**src/rtl/tach_rpm_estimator.sv**
```systemverilog
// Tachometer pulse train to saturated RPM: edge period in clk_en ticks, then K/period by restoring division.
// Latency: rpm_valid pulses DIV_W+2 clk after the clk_en cycle that accepted the measuring edge.
// Backpressure: none; free-running input, single-cycle rpm_valid strobe with rpm_out held between updates.
`timescale 1ns/1ps
module tach_rpm_estimator #(
    parameter int TICK_HZ          = 10000,
    parameter int PPR              = 12,
    parameter int RPM_W            = 10,
    parameter int CNT_W            = 13,
    parameter int TIMEOUT_TICKS    = 5000,
    parameter int MIN_PERIOD_TICKS = 5
) (
    input  logic             clk,
    input  logic             reset,
    input  logic             clk_en,
    input  logic             tach_in,
    output logic [RPM_W-1:0] rpm_out,
    output logic             rpm_valid,
    output logic             stalled
);

    localparam int K     = 60 * TICK_HZ / PPR;
    localparam int DIV_W = $clog2(K + 1);
    localparam int IT_W  = $clog2(DIV_W + 1);

    localparam logic [1:0] S_IDLE = 2'd0;
    localparam logic [1:0] S_DIV  = 2'd1;
    localparam logic [1:0] S_DONE = 2'd2;

    localparam logic [DIV_W-1:0] RPM_MAX = DIV_W'((1 << RPM_W) - 1);

    logic             sync1, sync2, s_prev;
    logic [CNT_W-1:0] cnt;
    logic             armed;
    logic [1:0]       state;
    logic [IT_W-1:0]  it_cnt;
    logic [DIV_W:0]   rem;
    logic [DIV_W-1:0] quo;
    logic [DIV_W:0]   dvs;

    logic [CNT_W-1:0] p_val;
    logic             rise, accept, stall_hit, start;
    logic [DIV_W+1:0] shifted, diff;

    // Edge qualification, period value and divider trial subtraction.
    always_comb begin
        p_val     = cnt + CNT_W'(1);
        rise      = clk_en & sync2 & ~s_prev;
        accept    = rise & (~armed | (p_val >= CNT_W'(MIN_PERIOD_TICKS)));
        stall_hit = clk_en & ~accept & (p_val == CNT_W'(TIMEOUT_TICKS));
        start     = accept & armed & (state == S_IDLE);
        shifted   = {rem, quo[DIV_W-1]};
        diff      = shifted - {1'b0, dvs};
    end

    // Two-flop synchronizer, tick-rate sampling and period counter with arming.
    always_ff @(posedge clk or posedge reset) begin
        if (reset) begin
            sync1  <= 1'b0;
            sync2  <= 1'b0;
            s_prev <= 1'b0;
            cnt    <= '0;
            armed  <= 1'b0;
        end else begin
            sync1 <= tach_in;
            sync2 <= sync1;
            if (clk_en) begin
                s_prev <= sync2;
                if (accept) begin
                    cnt   <= '0;
                    armed <= 1'b1;
                end else if (stall_hit) begin
                    cnt   <= '0;
                    armed <= 1'b0;
                end else begin
                    cnt <= p_val;
                end
            end
        end
    end

    // Divider FSM and output registers; a stall aborts any division in flight.
    always_ff @(posedge clk or posedge reset) begin
        if (reset) begin
            state     <= S_IDLE;
            it_cnt    <= '0;
            rem       <= '0;
            quo       <= '0;
            dvs       <= '0;
            rpm_out   <= '0;
            rpm_valid <= 1'b0;
            stalled   <= 1'b1;
        end else begin
            rpm_valid <= 1'b0;
            if (stall_hit) begin
                state     <= S_IDLE;
                rpm_out   <= '0;
                stalled   <= 1'b1;
                rpm_valid <= ~stalled;
            end else begin
                case (state)
                    S_IDLE: begin
                        if (start) begin
                            rem    <= '0;
                            quo    <= DIV_W'(K);
                            dvs    <= (DIV_W+1)'(p_val);
                            it_cnt <= '0;
                            state  <= S_DIV;
                        end
                    end
                    S_DIV: begin
                        if (!diff[DIV_W+1]) begin
                            rem <= diff[DIV_W:0];
                            quo <= {quo[DIV_W-2:0], 1'b1};
                        end else begin
                            rem <= shifted[DIV_W:0];
                            quo <= {quo[DIV_W-2:0], 1'b0};
                        end
                        it_cnt <= it_cnt + IT_W'(1);
                        if (it_cnt == IT_W'(DIV_W - 1)) begin
                            state <= S_DONE;
                        end
                    end
                    S_DONE: begin
                        rpm_out   <= (quo > RPM_MAX) ? {RPM_W{1'b1}} : quo[RPM_W-1:0];
                        rpm_valid <= 1'b1;
                        stalled   <= 1'b0;
                        state     <= S_IDLE;
                    end
                    default: begin
                        state <= S_IDLE;
                    end
                endcase
            end
        end
    end

endmodule

```
**config.mk**
```make
export PLATFORM = sky130hd
export DESIGN_NAME = tach_rpm_estimator
export DESIGN_NICKNAME = d
export VERILOG_FILES = /design/src/rtl/tach_rpm_estimator.sv
export SDC_FILE = /design/constraint.sdc
export NUM_CORES = 1
export LEC_CHECK = 0
export BUFFER_PORTS_ARGS = -buffer_cell sky130_fd_sc_hd__buf_2
export CORE_ASPECT_RATIO = 0.75
export CORE_MARGIN = 2
export CORE_UTILIZATION = 56
export DETAILED_ROUTE_END_ITERATION = 12
export MAX_ROUTING_LAYER = met4
export PLACE_DENSITY = 0.83
export SYNTH_ARGS = -nofsm -noshare
export SYNTH_HDL_FRONTEND = slang
export SYNTH_SLANG_ARGS = --single-unit
```
**constraint.sdc**
```tcl
create_clock -name clk -period 2.9 [get_ports clk]
set_clock_uncertainty 0.05 [all_clocks]
set_input_delay 0.145 -clock clk [delete_from_list [all_inputs] [get_ports clk]]
set_output_delay 0.145 -clock clk [all_outputs]
set_load 0.01 [all_outputs]
```
Word level (Yosys, flattened, before mapping)
Cells that the tools add are included.
{"block": "word_totals", "regBits": 82, "latchBits": 0, "mem_bits_rw": 0, "mem_bits_ro": 0, "wordCells": 69, "memories": 0}
{"block": "classes", "add_sub_neg": 3, "multipliers": 0, "div": 0, "n_lt_le_gt_ge": 2, "n_eq_ne": 7, "shift": 0, "muxes": 23, "n_bitwise": 13, "n_reduce_logical": 8}
{"op": "$mux 17", "count": 2}
{"op": "$pmux 17 s2", "count": 1}
{"op": "$pmux 16 s2", "count": 1}
{"op": "$mux 10", "count": 3}
{"op": "$mux 13", "count": 2}
{"op": "$sub 18x13->18", "count": 1}
{"op": "$gt 16x10->1 const B", "count": 1}
{"op": "$mux 16", "count": 1}
{"op": "$add 13x1->13 const B", "count": 1}
{"op": "$eq 13x13->1 const B", "count": 1}
{"op": "$ge 13x3->1 const B", "count": 1}
{"op": "$pmux 5 s2", "count": 1}
{"op": "$and 1x1->1", "count": 7}
{"op": "$mux 1", "count": 7}
{"op": "$mux 2", "count": 3}
{"op": "$ne 3x3->1 const B", "count": 2}
{"op": "$reduce_and 3->1", "count": 2}
{"op": "$reduce_bool 2->1", "count": 3}
{"op": "$add 5x1->5 const B", "count": 1}
{"op": "$eq 5x4->1 const B", "count": 1}
{"op": "$mux 5", "count": 1}
{"op": "$not 1->1", "count": 5}
{"op": "$pmux 2 s2", "count": 1}
{"op": "$reduce_and 2->1", "count": 2}
{"op": "other kinds (5)", "count": 5}

Longest topological paths before layout
Gate-level depths: netlist of the first run.
{"block": "logic_depth", "depth_word": 9, "ltp_mapped": 13}

Worst setup path after synthesis of the first run
OpenSTA, ideal clock, no wires.
{"block": "synth_timing", "path_kind": "reg2reg", "start": "register cnt[0]", "end": "register dvs[2]", "setup_time_ps": 128, "t_arrival_ps": 2706, "t_required_ps": 2722, "path_slack_ps": 16, "stages_incl_launch_ff": 13, "n_path_buf": 4, "path_cell_list": "dfrtp_1 > ha_1 > buf_2 > and3_1 > clkbuf_1 > and3_1 > o21ai_0 > a22oi_1 > a31oi_1 > buf_2 > nor4b_2 > buf_2 > a31oi_1"}
{"block": "synth_via", "elab_chain_cells": 9, "word_cells_on_any_way": 12}
{"element": "start: declaration", "line_no": "33", "source": "logic [CNT_W-1:0] cnt;"}
{"element": "start signal: assignment", "line_no": "76", "source": "cnt <= p_val;"}
{"element": "$add 13x1->13 (*)", "line_no": "47", "source": "p_val = cnt + CNT_W'(1);"}
{"element": "$ge 13x3->1", "line_no": "49", "source": "accept = rise & (~armed | (p_val >= CNT_W'(MIN_PERIOD_TICKS)));"}
{"element": "$or 1x1->1", "line_no": "49"}
{"element": "$and 1x1->1", "line_no": "49"}
{"element": "$not 1->1", "line_no": "50", "source": "stall_hit = clk_en & ~accept & (p_val == CNT_W'(TIMEOUT_TICKS));"}
{"element": "$and 1x1->1 (2 in a row)", "line_no": "50"}
{"element": "$not 1->1 (no line)"}
{"element": "$reduce_and 3->1 (no line)"}
{"element": "end signal: assignment", "line_no": "106", "source": "dvs <= (DIV_W+1)'(p_val);"}
{"element": "end: declaration", "line_no": "39", "source": "logic [DIV_W:0] dvs;"}
Mark *: on every way between the ends. The rest lies on a longest branch, timed or not.
A chain may end at the register's enable or synchronous reset.

Worst setup path in the final report of the first run
{"block": "layout_timing", "start": "register cnt[4]", "end": "register quo[10]"}
{"block": "layout_via", "elab_chain_cells": 9, "word_cells_on_any_way": 13}
{"element": "$add 13x1->13 (*)", "line_no": "47"}
{"element": "parallel branches: the longest is 7 deep, another holds $ge 13x3->1"}
{"element": "$reduce_and 3->1 (no line) (*)"}
{"element": "end signal: assignment", "line_no": "105", "source": "quo <= DIV_W'(K);"}
{"element": "end signal: assignment", "line_no": "114", "source": "quo <= {quo[DIV_W-2:0], 1'b1};"}
{"element": "end signal: assignment", "line_no": "117", "source": "quo <= {quo[DIV_W-2:0], 1'b0};"}
{"element": "end: declaration", "line_no": "38", "source": "logic [DIV_W-1:0] quo;"}
Mark *: on every way between the ends.

==> results of run 1 <==
==> sequential cells by signal (all words and copies together), names as in the netlist <==
name,flops
sync1,1
s_prev,1
state,2
cnt,13
stalled,1
rem,17
armed,1
sync2,1
it_cnt,5
dvs,13
rpm_out,10
rpm_valid,1
quo,16
==> repair_timing <==
action | in CTS | in global routing
pin swaps | 0 | 5
setup buffers | 3 | 0
hold endpoints to repair | 46 | 0
endpoints found under the setup margin | 17 | 55
gates resized for setup | 3 | 18
hold buffers | 2 | 0
==> cell families (layout without fill, tap and decap cells) <==
| family | after synthesis | in the layout | synth area share [%] |
|---|---|---|---|
| xor+xnor | 29 | 29 | 5.61 |
| mux | 17 | 17 | 3.78 |
| fa+ha+maj | 18 | 18 | 5.14 |
| flops | 82 | 82 | 45.3 |
| simple gates | 132 | 132 | 14.9 |
| buf+inv | 55 | 93 | 5.17 |
| compound gates | 130 | 130 | 20.1 |
==> worst max-delay path by stage <==
stage | depth (start not counted) | end | start | slack, ps
global route | 9 | cnt[8]$_DFFE_PP0P_ | cnt[10]$_DFFE_PP0P_ | -20
floorplan | 12 | dvs[2]$_DFFE_PP0P_ | cnt[0]$_DFFE_PP0P_ | 20
CTS | 10 | rem[1]$_DFFE_PP0P_ | rem[3]$_DFFE_PP0P_ | 60
detailed placement | 9 | rem[0]$_DFFE_PP0P_ | cnt[0]$_DFFE_PP0P_ | -10
finish | 11 | quo[10]$_DFFE_PP0P_ | cnt[4]$_DFFE_PP0P_ | 120
global placement | 9 | rem[0]$_DFFE_PP0P_ | cnt[0]$_DFFE_PP0P_ | 50
==> worst max-delay path, cell delays in order, from the launching register on <==
cell and delay, ps:
dfrtp_1 490, nand3_2 210, buf_4 220, nor3_1 320, xnor2_2 200, nand2_1 150, nor4_4 320, buf_6 170
nor2_2 40, nand2b_1 140, buf_12 200, a22o_1 190
==> routing by layer <==
metal / up-vias / GRT usage (%) / part of all wire (%)
met3: 17 / 6.27 / 5.9
met4: 0 / 7.95 / 1.4
li1: 1737 / - / -
met2: 113 / 41.1 / 47
met1: 1818 / 35.3 / 46
met5: - / - / 0
==> synthesized netlist by cell type, types with 7 or more instances <==
cell / number
xnor2_1: 23
nand2b_1: 7
buf_2: 13
nor3_1: 7
o21ai_0: 26
nand3_1: 10
ha_1: 17
o22ai_1: 17
a22o_1: 17
clkbuf_1: 10
nor2_1: 39
inv_1: 30
a21oi_1: 16
mux2i_1: 16
o2bb2ai_1: 12
dfrtp_1: 81
nand2_1: 34
==> metrics by stage <==
stage                     instance area, um^2  instances  total power [mW]  setup slack (ps)
after floorplan                          4530        463              4.35              15.7
after CTS                                5160        606              6.08              57.6
after detailed placement                 4890        585              5.14             -13.2
final                                    5240        606              6.15               116
after global routing                     5240        606              6.63             -16.2
after global placement                   4890        585              4.97              46.7
==> final cells by class <==
| cell class | count | area (um^2) | area share (%) |
|---|---|---|---|
| sequential | 82 | 2060 | 39.3 |
| multi-input combinational | 326 | 2340 | 44.6 |
| clock buffer | 9 | 124 | 2.37 |
| tap | 105 | 131 | 2.51 |
| timing repair buffer | 47 | 387 | 7.38 |
| clock inverter | 7 | 88.8 | 1.70 |
| inverter | 30 | 114 | 2.17 |
==> power by group <==
part	internal (mW)	switching, mW
Combinational	1.57	1.77
Clock	0.422	0.481
Sequential	1.56	0.358
==> impl_results.md, run 1 <==
* Max cap viols at 0
* Post-DRT Antenna Nets at 0
* Crit path time final at 2780 ps
* First-pass DRT Iterations at 5
* WS Path Type: register to register
* Final setup viols at 0
* Peak supply drop at 0.000597 V
* GP Congestion at 0.920
* Syn avg cell area at 9.78 um^2
* Reg clk slew, reported paths at 100 ps
* Input/output buffers at 15
* Initial core utilization at 57.5%
* Hold Path Class: input pin to register
* Unique masters post-synth at 58
* Commonest non-fill, non-tap cell in the layout: dfrtp_1
* Area Overhead vs Synth at 15.6%
* Post-synth EDFFs at 0
* All-Layer GR Usage at 26.6%
* Synth Register Bits at 82
* Vias in the first global route at 3,515
* Clk root buf: clkbuf_8
* Cell Pwr Density at 1170 nW/um^2
* Ys Warns at 0
* Fin Hold WS at 178 ps
* Post-Syn Instances at 463
* Die Wd at 108 um
* # clock sinks at 82
* Hold EP: cnt[0]$_DFFE_PP0P_
* Post-Route WL at 10,300 um
* Nets at 518
* Skew-Pair Late Insertion Delay at 370 ps
* Min-Delay Startpoint: clk_en
* Post-Syn Nets at 485
* Final period util at 96.0%
* # rows at 28
* Final core occ at 66.4%
* WP data required at 3160 ps
* Reg-to-reg setup timing slack at 120 ps
* Mean routed wirelength per cell at 17.0 um
* Drt via density at 6.08
* DP Wirelength at 7140 um
* RR Endpoint: quo[10]$_DFFE_PP0P_
* Dominant cell type by area after synthesis: dfrtp_1
* Drt drc at 0
* Sequential area share after synthesis at 45.3%
* Hold depth at 2
* Max-slew violation count at 0
* Initial antenna violation count at 0
* Yosys top cell area share at 44.8%
* Core Area at 7880 um^2
* Slew @ Worst Pin at 827 ps
* Share of layout cells above drive strength 1 at 18.2%
* I/O pins at 16
* Clock buffer depth at 2
* CTS tree: done
* Leak at 2.28 nW
* Num CTS Buffers at 9
* H-tree Lvls at 3
* Fmax at 0.359 GHz
* Worst-case reg-to-reg path depth at 11
* Post-synthesis cell area at 4530 um^2
* Fill cells at 611
* Overflow after GRT at 0
* TNS Setup at 0 ps
* Ys flop type: dfrtp_1
* Die Height at 81.9 um
* CP Max Fanout at 29
* DRT iter0 DRCs at 295
* Status: finished, final reports clean
* Critical Path Sink Type: register
* Critical Path Start Type: register
* Die area at 8830 um^2
* Slew headroom at 44.8%
* CP arrival at 3040 ps
* Pin count of the biggest net entering global routing at 48
* Async set or reset register ratio after synthesis at 100%
* Reg-to-reg startpoint: cnt[4]$_DFFE_PP0P_
* Most frequent cells in the layout: 78 x dfrtp_1, 39 x nor2_1, 32 x nand2_1
* Detailed-route via count at 3,685
* First-pass GRT wire length at 17,500 um
* Top cells by area, synth: dfrtp_1 45%, ha_1 4.7%, xnor2_1 4.4%
* Final hold vios at 0
* Diode count at 0
Note: power is estimated with default switching activity, not from simulation.
==> run 2, diff against run 1 <==
- CORE_ASPECT_RATIO: 0.75 -> not set
==> run 2 against run 1 <==
Against the previous run: via count is 1.3% lower; fmax decreased by 0.66%; routed wire length is 0.28% lower; clock-buffer cell count unchanged; combinational power about the same; cell area fell by 1.4%; highest routed layer unchanged; die area about the same; sequential share of layout area is 0.51 points higher; sequential power is essentially flat; critical path depth shrank 1; clock power shrank 3.1%.
==> impl_results.md, run 2 (synthesis results as in run 1) <==
* Status: finished, final reports clean
* Initial antenna violation count at 0 (unchanged)
* CP peak stage delay at 420 ps (-70 ps)
* H-tree Lvls at 3 (unchanged)
* Hold Path Class: input pin to register
* Routed metal-1 wirelength at 4410 um (-7.2%)
* Skew-Pair Late Insertion Delay at 360 ps (about the same)
* Diode count at 0 (unchanged)
* Max cap viols at 0 (unchanged)
* DRT iter0 DRCs at 197 (-33%)
* Share of layout cells above drive strength 1 at 16.6% (-1.6 points)
* Net switching fraction of the power at 42.8% (+0.38 points)
* All-Layer GR Usage at 25.0% (-1.6 points)
* Area Overhead vs Synth at 14.0%
* Worst Path Buf+Inv at 1 (-2)
* Flop pwr share at 31.4% (+0.3 points)
* Setup ws final at 97.2 ps (-18.5 ps)
* Num CTS Buffers at 9 (unchanged)
* # rows at 32 (+14%)
* Max FFs per register at 17 (unchanged)
* P_int at 3.49 mW (-1.5%)
* Die Wd at 93.9 um (-13%)
* Routed wl met3 at 454 um (-25%)
* Critical Path Sink Type: register
* Worst path cell trace: ha_1 -> a21o_1 -> a31oi_1 -> a211o_1 -> a211oi_2 -> or3_1 -> nand2_1 -> buf_4 -> mux2i_1 -> o2bb2ai_1
* Drt via density at 6.04 (-0.67%)
* Top Layer Used: met4
* Mean routed wirelength per cell at 17.1 um (+0.38%)
* Detailed-route via count at 3,636 (-1.3%)
* Die Height at 93.9 um (+15%)
* Final core occ at 66.5% (about the same)
* Logic pwr share at 54.3% (about the same)
* Peak supply drop at 0.000525 V (-12%)
* Slew headroom at 52.5% (+7.7 points)
* I/O pins at 16 (unchanged)
* DP Wirelength at 7030 um (-1.6%)
* CTS tree: done
* Nets at 517 (-0.19%)
* CP max-delay cell: dfrtp_1
* GP Congestion at 0.993 (+7.9%)
* TNS Setup at 0 ps (unchanged)
* Fin Hold WS at 188 ps (+10.1 ps)
* NetSw at 2.61 mW (about the same)
* WP data required at 3090 ps (-70 ps)
* First-pass DRT Iterations at 5 (unchanged)
* Final period util at 96.6% (+0.64 points)
* Max-slew violation count at 0 (unchanged)
* Clock buffer depth at 2 (unchanged)
* WL met2 at 5170 um (+7.6%)
* Crit path time final at 2800 ps (+18.5 ps)
* Final setup viols at 0 (unchanged)
* Clk root buf: clkbuf_8
* Input/output buffers at 15 (unchanged)
* Reg clk slew, reported paths at 100 ps (about the same)
* Final hold vios at 0 (unchanged)
* Slew @ Worst Pin at 709 ps (-117 ps)
* Biggest regs: rem (17), quo (16)
* Drt drc at 0 (unchanged)
* CP arrival at 2990 ps (-50 ps)
* Overflow after GRT at 0 (unchanged)
* Post-Route WL at 10,300 um (-0.28%)
* # clock sinks at 82 (unchanged)
* CP top delay family: compound AO/OA/AOI/OAI gates
* Pin count of the biggest net entering global routing at 41 (-15%)
* Leak at 2.26 nW (-0.90%)
* Post-Place Worst Slack at 34.4 ps (+47.6 ps)
* Die area at 8820 um^2 (about the same)
* Post-DRT Antenna Nets at 0 (unchanged)
* Clk pwr share at 14.3% (-0.4 points)
* Largest Register: rem
* Critical Path Start Type: register
* Commonest non-fill, non-tap cell in the layout: dfrtp_1
* Core Area at 7770 um^2 (-1.5%)
* WS Path Type: register to register
* Vias in the first global route at 3,576 (+1.7%)
* Initial core utilization at 58.3% (+0.85 points)
* Fmax at 0.357 GHz (-0.66%)
* Fill cells at 569 (-6.9%)
* Most frequent cells in the layout: 80 x dfrtp_1, 39 x nor2_1, 33 x nand2_1
* CP Max Fanout at 7 (-76%)
* Cell Pwr Density at 1180 nW/um^2 (+0.55%)
* First-pass GRT wire length at 16,900 um (-3.5%)
## run 2: through the flow
step           power [mW]  cells  cell area [um^2]
3_3_place_gp         4.91    583              4870
3_5_place_dp         5.10    583              4870
2_1_floorplan        4.35    463              4530
4_1_cts              6.03    601              5100
5_1_grt              6.54    602              5160
6_report             6.10    602              5160
## run 2: worst paths after layout
| check | from | endpoint | slack (ps) | cells after the start |
|---|---|---|---|---|
| max reg2reg | rem[3]$_DFFE_PP0P_ | rem[9]$_DFFE_PP0P_ | 100 | 10 |
| max | rem[3]$_DFFE_PP0P_ | rem[9]$_DFFE_PP0P_ | 100 | 10 |
| min in group asynchronous | reset | quo[4]$_DFFE_PP0P_ | 370 | 3 |
| min | clk_en | cnt[0]$_DFFE_PP0P_ | 190 | 2 |
| max in group asynchronous | reset | stalled$_DFFE_PP1P_ | 1710 | 4 |
| min reg2reg | sync1$_DFF_PP0_ | sync2$_DFF_PP0_ | 330 | 0 |
## run 2: repair_timing
item                                   CTS  global route
endpoints found under the hold margin   38             0
setup buffers                            0             1
setup endpoints to repair                1            44
pin swaps                                0             3
hold buffers                             2             0
gates resized for setup                  1            11
gates cloned                             0             0
## run 2: power by group through the flow
stage               combinational [mW]  clock [mW]  sequential [mW]
finish                            3.31       0.875             1.91
detailed placement                3.19           0             1.91
global placement                  3.02           0             1.89
global route                      3.65       0.929             1.96
floorplan                         2.54           0             1.80
CTS                               3.25       0.879             1.90
## run 2: final cells by class
| type | instances | area, um^2 | area share, % |
|---|---|---|---|
| clock buffer | 9 | 124 | 2.40 |
| clock inverter | 7 | 82.6 | 1.60 |
| inverter | 30 | 114 | 2.20 |
| multi-input combinational | 326 | 2310 | 44.8 |
| sequential | 82 | 2050 | 39.8 |
| tap | 102 | 128 | 2.47 |
| timing repair buffer | 46 | 350 | 6.78 |
## run 2: worst reg2reg max path: stages (launching register included)
cell and delay, ps:
dfrtp_1 420, ha_1 390, a21o_1 220, a31oi_1 210, a211o_1 230, a211oi_2 110
or3_1 420, nand2_1 130, buf_4 200, mux2i_1 230, o2bb2ai_1 80
## run 2: metal layers
layer  vias up  GRT usage (%)
met3        26           5.30
met1      1783           31.0
met5         -              -
li1       1729              -
met4         0           8.09
met2        98           41.2
